==> src/rtl/fifo_seq_reader.sv <==
// fifo_seq_reader: read-side traffic engine for an async FIFO pop port.
// Pops words in programmable bursts separated by idle gaps. Each popped word
// is checked against an incrementing golden sequence. The block counts reads
// and mismatches and captures the first mismatch. A watchdog aborts a run
// that sees too many consecutive empty cycles.
// Optional build macro: FIFO_SEQ_READER_RANDOM_STALL_EN adds an LFSR-driven
// random throttle on the pop request. It is disabled by default.
module fifo_seq_reader #(
    parameter int DATA_WIDTH     = 32,
    parameter int DATA_INCR      = 1,
    parameter int TIMEOUT_CYCLES = 1024
) (
    input  logic                  CLK,
    input  logic                  RST,
    input  logic                  START,
    input  logic [31:0]           TOTAL,
    input  logic [7:0]            BURST_LEN,
    input  logic [7:0]            GAP_LEN,
    input  logic [DATA_WIDTH-1:0] SEED,
    output logic                  R_nEN,
    input  logic [DATA_WIDTH-1:0] R_DATA,
    input  logic                  R_EMPTY,
    output logic                  BUSY,
    output logic                  DONE,
    output logic [31:0]           RD_COUNT,
    output logic [15:0]           ERR_COUNT,
    output logic                  ERR_FLAG,
    output logic [DATA_WIDTH-1:0] ERR_EXPECT,
    output logic [DATA_WIDTH-1:0] ERR_ACTUAL,
    output logic                  TIMEOUT
);

    localparam logic [DATA_WIDTH-1:0] INCR = DATA_WIDTH'(DATA_INCR);
    // The watchdog counter only has to reach TIMEOUT_CYCLES-1. It fires on
    // the empty cycle that would bring the count to TIMEOUT_CYCLES.
    localparam int WD_W = (TIMEOUT_CYCLES > 1) ? $clog2(TIMEOUT_CYCLES) : 1;
    localparam logic [WD_W-1:0] WD_LAST = WD_W'(TIMEOUT_CYCLES - 1);

    typedef enum logic [1:0] {
        ST_IDLE   = 2'd0,
        ST_READ   = 2'd1,
        ST_GAP    = 2'd2,
        ST_FINISH = 2'd3
    } state_t;

    state_t                r_state;
    state_t                w_next;

    logic [31:0]           r_remaining;
    logic [7:0]            r_burst_len;
    logic [7:0]            r_gap_len;
    logic [7:0]            r_burst_cnt;
    logic [7:0]            r_gap_cnt;
    logic [WD_W-1:0]       r_wd_cnt;
    logic [DATA_WIDTH-1:0] r_expect;
    logic [31:0]           r_rd_count;
    logic [15:0]           r_err_count;
    logic                  r_err_flag;
    logic [DATA_WIDTH-1:0] r_err_expect;
    logic [DATA_WIDTH-1:0] r_err_actual;
    logic                  r_timeout;

    logic                  w_start;
    logic                  w_stall;
    logic                  w_rd_active;
    logic                  w_pop;
    logic                  w_burst_end;
    logic                  w_wd_fire;

    assign w_start = (r_state == ST_IDLE) && START;

`ifdef FIFO_SEQ_READER_RANDOM_STALL_EN
    logic [15:0] r_lfsr;
    logic        w_lfsr_fb;

    assign w_lfsr_fb = r_lfsr[0] ^ r_lfsr[2] ^ r_lfsr[3] ^ r_lfsr[5];
    assign w_stall   = r_lfsr[0];

    // Free-running x^16+x^14+x^13+x^11+1 LFSR, reseeded on reset and at run launch.
    always_ff @(posedge CLK) begin
        if (RST || w_start) begin
            r_lfsr <= 16'hACE1;
        end else begin
            r_lfsr <= {w_lfsr_fb, r_lfsr[15:1]};
        end
    end
`else
    assign w_stall = 1'b0;
`endif

    // The pop request is decoded from the state register only. A stalled
    // READ cycle neither pops nor ticks the watchdog.
    assign w_rd_active = (r_state == ST_READ) && !w_stall;
    assign w_pop       = w_rd_active && !R_EMPTY;
    assign w_burst_end = (r_burst_len != 8'd0) && (r_burst_cnt == r_burst_len - 8'd1);
    assign w_wd_fire   = (TIMEOUT_CYCLES != 0) && w_rd_active && R_EMPTY
                         && (r_wd_cnt == WD_LAST);

    assign R_nEN      = !w_rd_active;
    assign BUSY       = (r_state != ST_IDLE);
    assign DONE       = (r_state == ST_FINISH);
    assign RD_COUNT   = r_rd_count;
    assign ERR_COUNT  = r_err_count;
    assign ERR_FLAG   = r_err_flag;
    assign ERR_EXPECT = r_err_expect;
    assign ERR_ACTUAL = r_err_actual;
    assign TIMEOUT    = r_timeout;

    // Next-state decode. The last pop of the run wins over entering GAP.
    always_comb begin
        // NOTE: default first so every path assigns w_next and no latch is inferred.
        w_next = r_state;
        case (r_state)
            ST_IDLE: begin
                if (START) begin
                    w_next = (TOTAL != 32'd0) ? ST_READ : ST_FINISH;
                end
            end
            ST_READ: begin
                if (w_pop) begin
                    if (r_remaining == 32'd1) begin
                        w_next = ST_FINISH;
                    end else if (w_burst_end && (r_gap_len != 8'd0)) begin
                        w_next = ST_GAP;
                    end
                end else if (w_wd_fire) begin
                    w_next = ST_FINISH;
                end
            end
            ST_GAP: begin
                if (r_gap_cnt == r_gap_len - 8'd1) begin
                    w_next = ST_READ;
                end
            end
            ST_FINISH: w_next = ST_IDLE;
            default:   w_next = ST_IDLE;
        endcase
    end

    // State register. Reset mid-run drops straight back to IDLE without a DONE pulse.
    always_ff @(posedge CLK) begin
        // NOTE: clocked state uses non-blocking assignments so all registers update together.
        if (RST) begin
            r_state <= ST_IDLE;
        end else begin
            r_state <= w_next;
        end
    end

    // Run configuration, pop bookkeeping, data check, watchdog and gap timer.
    always_ff @(posedge CLK) begin
        if (RST) begin
            r_remaining  <= '0;
            r_burst_len  <= '0;
            r_gap_len    <= '0;
            r_burst_cnt  <= '0;
            r_gap_cnt    <= '0;
            r_wd_cnt     <= '0;
            r_expect     <= '0;
            r_rd_count   <= '0;
            r_err_count  <= '0;
            r_err_flag   <= 1'b0;
            r_err_expect <= '0;
            r_err_actual <= '0;
            r_timeout    <= 1'b0;
        end else begin
            if (w_start) begin
                r_remaining  <= TOTAL;
                r_burst_len  <= BURST_LEN;
                r_gap_len    <= GAP_LEN;
                r_burst_cnt  <= '0;
                r_expect     <= SEED;
                r_rd_count   <= '0;
                r_err_count  <= '0;
                r_err_flag   <= 1'b0;
                r_err_expect <= '0;
                r_err_actual <= '0;
                r_timeout    <= 1'b0;
            end

            if (w_pop) begin
                r_rd_count  <= r_rd_count + 32'd1;
                r_remaining <= r_remaining - 32'd1;
                // The golden value always advances. It never resyncs to R_DATA.
                r_expect    <= r_expect + INCR;
                r_burst_cnt <= w_burst_end ? 8'd0 : r_burst_cnt + 8'd1;
                if (R_DATA != r_expect) begin
                    if (r_err_count != 16'hFFFF) begin
                        r_err_count <= r_err_count + 16'd1;
                    end
                    if (!r_err_flag) begin
                        r_err_flag   <= 1'b1;
                        r_err_expect <= r_expect;
                        r_err_actual <= R_DATA;
                    end
                end
            end

            // The watchdog counts consecutive unstalled empty READ cycles.
            if (w_pop || (r_state != ST_READ)) begin
                r_wd_cnt <= '0;
            end else if (w_rd_active && R_EMPTY) begin
                r_wd_cnt <= r_wd_cnt + 1'b1;
            end

            if (w_wd_fire) begin
                r_timeout <= 1'b1;
            end

            if ((r_state == ST_GAP) && (w_next == ST_GAP)) begin
                r_gap_cnt <= r_gap_cnt + 8'd1;
            end else begin
                r_gap_cnt <= '0;
            end
        end
    end

endmodule

==> config.mk <==
export PLATFORM = sky130hd
export DESIGN_NAME = fifo_seq_reader
export DESIGN_NICKNAME = d
export VERILOG_FILES = /design/src/rtl/fifo_seq_reader.sv
export SDC_FILE = /design/constraint.sdc
export NUM_CORES = 1
export LEC_CHECK = 0
export CORE_ASPECT_RATIO = 1.75
export CORE_MARGIN = 2
export CORE_UTILIZATION = 56
export DETAILED_ROUTE_END_ITERATION = 7
export PLACE_DENSITY = 0.87
export SLEW_MARGIN = 15
export SYNTH_ARGS = -nofsm -noshare
export SYNTH_HDL_FRONTEND = slang
export SYNTH_SLANG_ARGS = --single-unit
==> constraint.sdc <==
create_clock -name CLK -period 6.6 [get_ports CLK]
set_input_delay 1.32 -clock CLK [delete_from_list [all_inputs] [get_ports CLK]]
set_output_delay 1.32 -clock CLK [all_outputs]
set_load 0.05 [all_outputs]
==> metrics.md, run 1 <==
| Metric | Value |
|---|---|
| Status | `completed` |
| FF+latch count, synth | `222` |
| Reg clk slew, reported paths | `0.06 ns` |
| Hold path startpoint | `ERR_ACTUAL[31]$_SDFF_PP0_` |
| Mapped Area | `11080 µm²` |
| Most frequent cells in the layout | `clkdlybuf4s50_1 (231), dfxtp_1 (222), nand2_1 (181), a21oi_1 (177), nand3_1 (128)` |
| Post-Route Skew | `0.02629 ns` |
| Number of port buffers | `232` |
| Commonest non-fill, non-tap cell in the layout | `clkdlybuf4s50_1` |
| Die Y | `190.0 µm` |
| Drt via density | `6.327` |
| Slew margin rel. | `26.54%` |
| Internal | `2384 µW` |
| Final estimated routing congestion in global placement | `0.9494` |
| Max Slew Vio Count | `0` |
| Area of the die | `20960 µm²` |
| Clock Path Buffers | `3` |
| Hold_ws | `0.4665 ns` |
| Final period util | `59.33%` |
| Comb pwr share | `18.6%` |
| Synth Net Count | `1547` |
| Synth Flop Type | `dfxtp_1` |
| Worst-Skew Late Latency | `0.51 ns` |
| Post-DP HPWL | `23860 µm` |
| Gr usage total | `31.52%` |
| Max Freq | `255.4 MHz` |
| Worst r2r src | `r_state[0]$_SDFF_PP0_` |
| DRC violations left | `0` |
| Setup crit end kind | `flip-flop` |
| Post-CTS Setup Inserts | `0` |
| Final setup vio count | `0` |
| Core area | `19570 µm²` |
| First-pass GRT wire length | `53390 µm` |
| Number of routed nets with antenna violations | `0` |
| CTS HTree Levels | `1` |
| Fillers | `1583` |
| Top cell type by total area after synthesis | `dfxtp_1` |
| Ys Warns | `0` |
| RSZ-0062 raised after global routing | `no` |
| Reg2Reg Capture Point | `RD_COUNT[30]$_SDFFE_PP0P_` |
| PD cells | `240.4 nW/µm²` |
| Avg WL per Cell | `18.45 µm` |
| Final nets | `1709` |
| Synth-to-Final Area Change | `27.72%` |
| Multi-input gate area in the final layout | `6207 µm²` |
| Post-synth EDFFs | `0` |
| Via count | `11660` |
| Flop pwr share | `44.0%` |
| Peak VDD IR | `258.4 µV` |
| Final Hold Fails | `0` |
| Worst Hold Class | `reg2reg` |
| CTS resizes | `0` |
| Reg2Reg Setup Slack | `3.56 ns` |
| Yosys cell types | `67` |
| Hold_buf cts | `0` |
| Pleak | `0.004693 µW` |
| Tot Pwr | `3400 µW` |
| TritonRoute pass-1 iters | `7` |
| Async SR Flop Fraction | `0%` |
| Hold path cells | `2` |
| Initial core utilization | `56.60%` |
| Maximum capacitance violations | `0` |
| Minimum clock period | `3.916 ns` |
| Post-route setup TNS | `0 ns` |
| Critical path peak fanout | `39` |
| WP data required | `7.01 ns` |
| Setup CP Type | `in2reg` |
| Largest net degree at the start of global routing | `121` |
| Sequential fraction of the synthesis area | `40.13%` |
| Row count | `68` |
| Sw frac | `29.90%` |
| Cells after Synth | `1421` |
| Clock share of power | `37.4%` |
| Num CTS Buffers | `20` |
| Top post-synthesis cells by area | `dfxtp_1 (40%), a21oi_1 (8.0%), nand2_1 (6.2%), nand3_1 (5.8%), xor2_1 (3.9%)` |
| Tightest Pin Transition | `1.102 ns` |
| Total gr overflow | `0` |
| Vias in the first global route | `10980` |
| CTS tree | `yes` |
| Area share of the largest cell type after synthesis | `40.13%` |
| Hold endpoint | `ERR_ACTUAL[31]$_SDFF_PP0_` |
| CP arrival | `4.33 ns` |
| Startpoint Class | `input port` |
| Num Clock Sinks | `222` |
| Storage element area | `4444 µm²` |
| P_sw | `1017 µW` |
| DRT iter0 DRCs | `869` |
| Reg2Reg Depth | `7` |
| Root buffer cell | `clkbuf_16` |
| Die W | `110.3 µm` |
| Initial antenna violation count | `3` |
| Avg Cell Area, Syn | `7.794 µm²` |
| Share of layout cells above drive strength 1 | `4.822%` |
| Ports | `233` |
| WL final | `34010 µm` |
==> critical path, stage by stage <==
cell             delay (ns)
clkdlybuf4s50_1        0.49
or3b_1                 0.54
buf_4                  0.32
or4_1                  0.71
nor2_1                 0.20
nand4_1                0.22
or3_1                  0.36
a21oi_1                0.14
==> registers in the layout (all words and copies together), names as in the netlist <==
| signal | flops |
|---|---|
| r_gap_cnt | 8 |
| ERR_COUNT | 16 |
| r_expect | 32 |
| r_gap_len | 8 |
| ERR_EXPECT | 32 |
| TIMEOUT | 1 |
| r_burst_len | 8 |
| ERR_FLAG | 1 |
| ERR_ACTUAL | 32 |
| r_burst_cnt | 8 |
| r_state | 2 |
| RD_COUNT | 32 |
| r_wd_cnt | 10 |
| r_remaining | 32 |
==> Yosys cell counts (all sizes together), types with 26 or more instances <==
library cell,number
a21oi,178
nand3,128
dfxtp,222
o211ai,49
nor4,36
clkbuf,95
o21ai,32
xor2,49
nor2,99
nand4,26
nand2,182
nor3,42
==> how the worst max path moves through the flow <==
| stage | depth (start not counted) | end | start |
|---|---|---|---|
| after CTS | 8 | RD_COUNT[30]$_SDFFE_PP0P_ | R_EMPTY |
| after floorplan | 8 | RD_COUNT[28]$_SDFFE_PP0P_ | R_EMPTY |
| after global placement | 7 | RD_COUNT[18]$_SDFFE_PP0P_ | R_EMPTY |
| after detailed placement | 8 | RD_COUNT[30]$_SDFFE_PP0P_ | R_EMPTY |
| after global routing | 8 | RD_COUNT[30]$_SDFFE_PP0P_ | R_EMPTY |
| final | 8 | RD_COUNT[30]$_SDFFE_PP0P_ | R_EMPTY |
==> power groups by stage <==
stage	Clock, µW	Combinational [µW]	Sequential (µW)
after global placement	0	610	1520
after CTS	1280	625	1490
after floorplan	0	380	1530
after detailed placement	0	620	1520
after global routing	1330	684	1500
final	1270	633	1500
==> stage by stage <==
| step | worst slack (ns) | area [µm²] | utilization [%] | instances |
|---|---|---|---|---|
| global route | 2.517 | 14150 | 72.29 | 1843 |
| detailed placement | 2.229 | 13430 | 68.62 | 1806 |
| finish | 2.684 | 14150 | 72.29 | 1843 |
| floorplan | 3.301 | 11080 | - | 1421 |
| CTS | 2.732 | 14140 | 72.26 | 1842 |
| global placement | 2.305 | 13430 | 68.62 | 1806 |
==> area by class of cell <==
cell class,instances,share of cell area [%]
antenna,1,0.01769
timing repair buffer,241,16.90
inverter,22,0.5838
clock buffer,26,4.060
sequential,222,31.42
clock inverter,10,0.9729
multi-input combinational,1076,43.88
tap,245,2.167
==> routing by layer <==
layer / track usage (%) / up-vias / share of wire, %
met5: 0 / - / 0.038
met4: 19.04 / 2 / 6.2
met3: 4.830 / 135 / 6.8
met2: 56.16 / 538 / 52
met1: 34.08 / 5508 / 35
li1: - / 5478 / -
==> kinds of logic (layout without fill, tap and decap cells) <==
family          after synthesis  count (layout)  share of synthesized area [%]
simple gates                638             638                          28.64
compound gates              348             348                          19.39
flops                       222             222                          40.13
buf+inv                     123             299                          4.202
xor+xnor                     69              69                          5.456
mux                          11              11                          1.062
fa+ha+maj                    10              10                          1.130
other cells                   0               1                              0
(Power assumes the default switching activity.)
==> inputs of run 2 (changes only) <==
--- a/config.mk
+++ b/config.mk
@@ -7,9 +7,9 @@
 export LEC_CHECK = 0
 export CORE_ASPECT_RATIO = 1.75
 export CORE_MARGIN = 2
-export CORE_UTILIZATION = 56
+export CORE_UTILIZATION = 52
 export DETAILED_ROUTE_END_ITERATION = 7
-export PLACE_DENSITY = 0.87
+export PLACE_DENSITY = 0.81
 export SLEW_MARGIN = 15
 export SYNTH_ARGS = -nofsm -noshare
 export SYNTH_HDL_FRONTEND = slang
==> constraint.sdc (replaced) <==
create_clock -name CLK -period 3.8 [get_ports CLK]
set_input_delay 0.76 -clock CLK [delete_from_list [all_inputs] [get_ports CLK]]
set_output_delay 0.76 -clock CLK [all_outputs]
set_load 0.05 [all_outputs]
==> run 2 against run 1 <==
Effect of this change:
- combinational power increased by 79%
- via count fell by 0.41%
- cell area grew 0.48%
- sequential share of layout area shrank 0.15 points
- die area increased by 7.5%
- wire length is 3.0% higher
- first-iteration DRC count up 43%
- utilization decreased by 4.4 points
- hold slack worse by 0.0036 ns
- flip-flop and latch count is the same
- sequential power up 73%
- register-to-register slack lost 2.5 ns
- largest power group unchanged
==> metrics.md, run 2 (same netlist as run 1, synthesis figures left out) <==
| Metric | Value |
|---|---|
| Worst Hold Class | `reg2reg` |
| Fillers | `1749` |
| Slew margin rel. | `38.98%` |
| Synth-to-Final Area Change | `28.33%` |
| CTS resizes | `0` |
| Die W | `114.3 µm` |
| Initial core utilization | `52.91%` |
| DRC violations left | `0` |
| Total gr overflow | `0` |
| Hold endpoint | `r_remaining[21]$_SDFFE_PP0P_` |
| Most frequent cells in the layout | `clkdlybuf4s50_1 (231), dfxtp_1 (222), nand2_1 (181), a21oi_1 (178), nand3_1 (128)` |
| Via count | `11610` |
| Avg WL per Cell | `18.88 µm` |
| Maximum capacitance violations | `0` |
| Hold path cells | `2` |
| Ports | `233` |
| Initial antenna violation count | `0` |
| Vias in the first global route | `10840` |
| Final period util | `78.59%` |
| Peak VDD IR | `386.5 µV` |
| Reg clk slew, reported paths | `0.07 ns` |
| PD cells | `408.8 nW/µm²` |
| Worst-Skew Late Latency | `0.50 ns` |
| RSZ-0062 raised after global routing | `no` |
| Final setup vio count | `0` |
| Post-DP HPWL | `24910 µm` |
| Setup CP Type | `in2reg` |
| WL met3 | `2255 µm` |
| Reg2Reg Capture Point | `r_remaining[29]$_SDFFE_PP0P_` |
| Top sig layer | `met4` |
| CTS HTree Levels | `1` |
| CTS tree | `yes` |
| Final nets | `1717` |
| Row count | `70` |
| Share of layout cells above drive strength 1 | `4.991%` |
| WP data required | `4.23 ns` |
| Worst r2r src | `r_remaining[18]$_SDFFE_PP0P_` |
| Gr usage total | `29.92%` |
| Hold_buf cts | `0` |
| Max Slew Vio Count | `0` |
| Number of port buffers | `232` |
| Startpoint Class | `input port` |
| Number of routed nets with antenna violations | `0` |
| Minimum clock period | `2.986 ns` |
| Max Freq | `334.9 MHz` |
| Root buffer cell | `clkbuf_16` |
| WL final | `35040 µm` |
| Tightest Pin Transition | `0.9153 ns` |
| Post-CTS Setup Inserts | `0` |
| CP arrival | `3.42 ns` |
| DRT iter0 DRCs | `1243` |
| Post-route setup TNS | `0 ns` |
| Reg2Reg Setup Slack | `1.06 ns` |
| Commonest non-fill, non-tap cell in the layout | `clkdlybuf4s50_1` |
| Post-layout util | `67.90%` |
| Num Clock Sinks | `222` |
| Largest net degree at the start of global routing | `123` |
| Num CTS Buffers | `21` |
| Critical path peak fanout | `11` |
| Area of the die | `22530 µm²` |
| Reg2Reg Depth | `6` |
| Setup crit end kind | `flip-flop` |
| Core area | `20930 µm²` |
| Clock Path Buffers | `3` |
| First-pass GRT wire length | `54770 µm` |
| Final estimated routing congestion in global placement | `0.9612` |
| Metal2 WL | `17810 µm` |
| Hold path startpoint | `r_remaining[21]$_SDFFE_PP0P_` |
| Die Y | `197.1 µm` |
| Status | `completed` |
| Final Hold Fails | `0` |
| TritonRoute pass-1 iters | `5` |
| Routed length on met1 | `13010 µm` |
| Post-Route Skew | `0.009290 ns` |
| Drt via density | `6.257` |
| Pleak | `0.004737 µW` |
[run 2: cell count changes in the layout (fill, tap and decap cells not counted), sizes merged]
cell	previous run	this run
inv	23	22
clkinvlp	2	0
buf	10	17
clkbuf	26	30
bufinv	3	1
[run 2: power by group]
group          internal (µW)  total (µW)  switching, µW
combinational            445        1130            690
clock                   1180        2080            898
sequential              2440        2600            160
[run 2: layout make-up]
cell class | instances | area [µm²] | share of cell area, %
clock buffer | 30 | 609.3 | 4.287
clock inverter | 5 | 50.05 | 0.3521
tap | 252 | 315.3 | 2.218
timing repair buffer | 248 | 2506 | 17.63
sequential | 222 | 4444 | 31.27
antenna | 1 | 2.502 | 0.01761
inverter | 22 | 82.58 | 0.5810
multi-input combinational | 1076 | 6203 | 43.64
[run 2: worst max-delay path: stages]
cell	delay (ns)
clkdlybuf4s50_1	0.50
or3b_1	0.51
or4_1	0.72
nor2_1	0.21
nand4_1	0.22
or3_1	0.36
a21oi_1	0.13
[run 2: worst max-delay path by stage]
stage | startpoint | endpoint | slack, ns | depth (start not counted)
finish | R_EMPTY | RD_COUNT[28]$_SDFFE_PP0P_ | 0.81 | 7
floorplan | R_EMPTY | RD_COUNT[28]$_SDFFE_PP0P_ | 1.06 | 8
CTS | R_EMPTY | RD_COUNT[28]$_SDFFE_PP0P_ | 0.85 | 7
global route | R_EMPTY | RD_COUNT[28]$_SDFFE_PP0P_ | 0.70 | 7
global placement | R_EMPTY | RD_COUNT[24]$_SDFFE_PP0P_ | 0.38 | 6
detailed placement | R_EMPTY | RD_COUNT[28]$_SDFFE_PP0P_ | 0.32 | 7
[run 2: metal layers]
layer	track usage, %	up-vias
met4	15.36	0
met1	34.55	5453
met3	3.191	125
li1	-	5507
met2	53.84	528
met5	0	-
[run 2: metrics by stage]
stage | total power [µW] | cells | hold WS [ns] | setup WS [ns] | instance area (µm²)
2_1_floorplan | 3321 | 1421 | 0.4299 | 1.061 | 11080
4_1_cts | 5812 | 1855 | 0.4656 | 0.8465 | 14210
3_3_place_gp | 3739 | 1820 | 0.4405 | 0.3772 | 13550
3_5_place_dp | 3760 | 1820 | 0.4567 | 0.3179 | 13550
5_1_grt | 6016 | 1855 | 0.4824 | 0.6951 | 14210
6_report | 5810 | 1856 | 0.4629 | 0.8137 | 14210
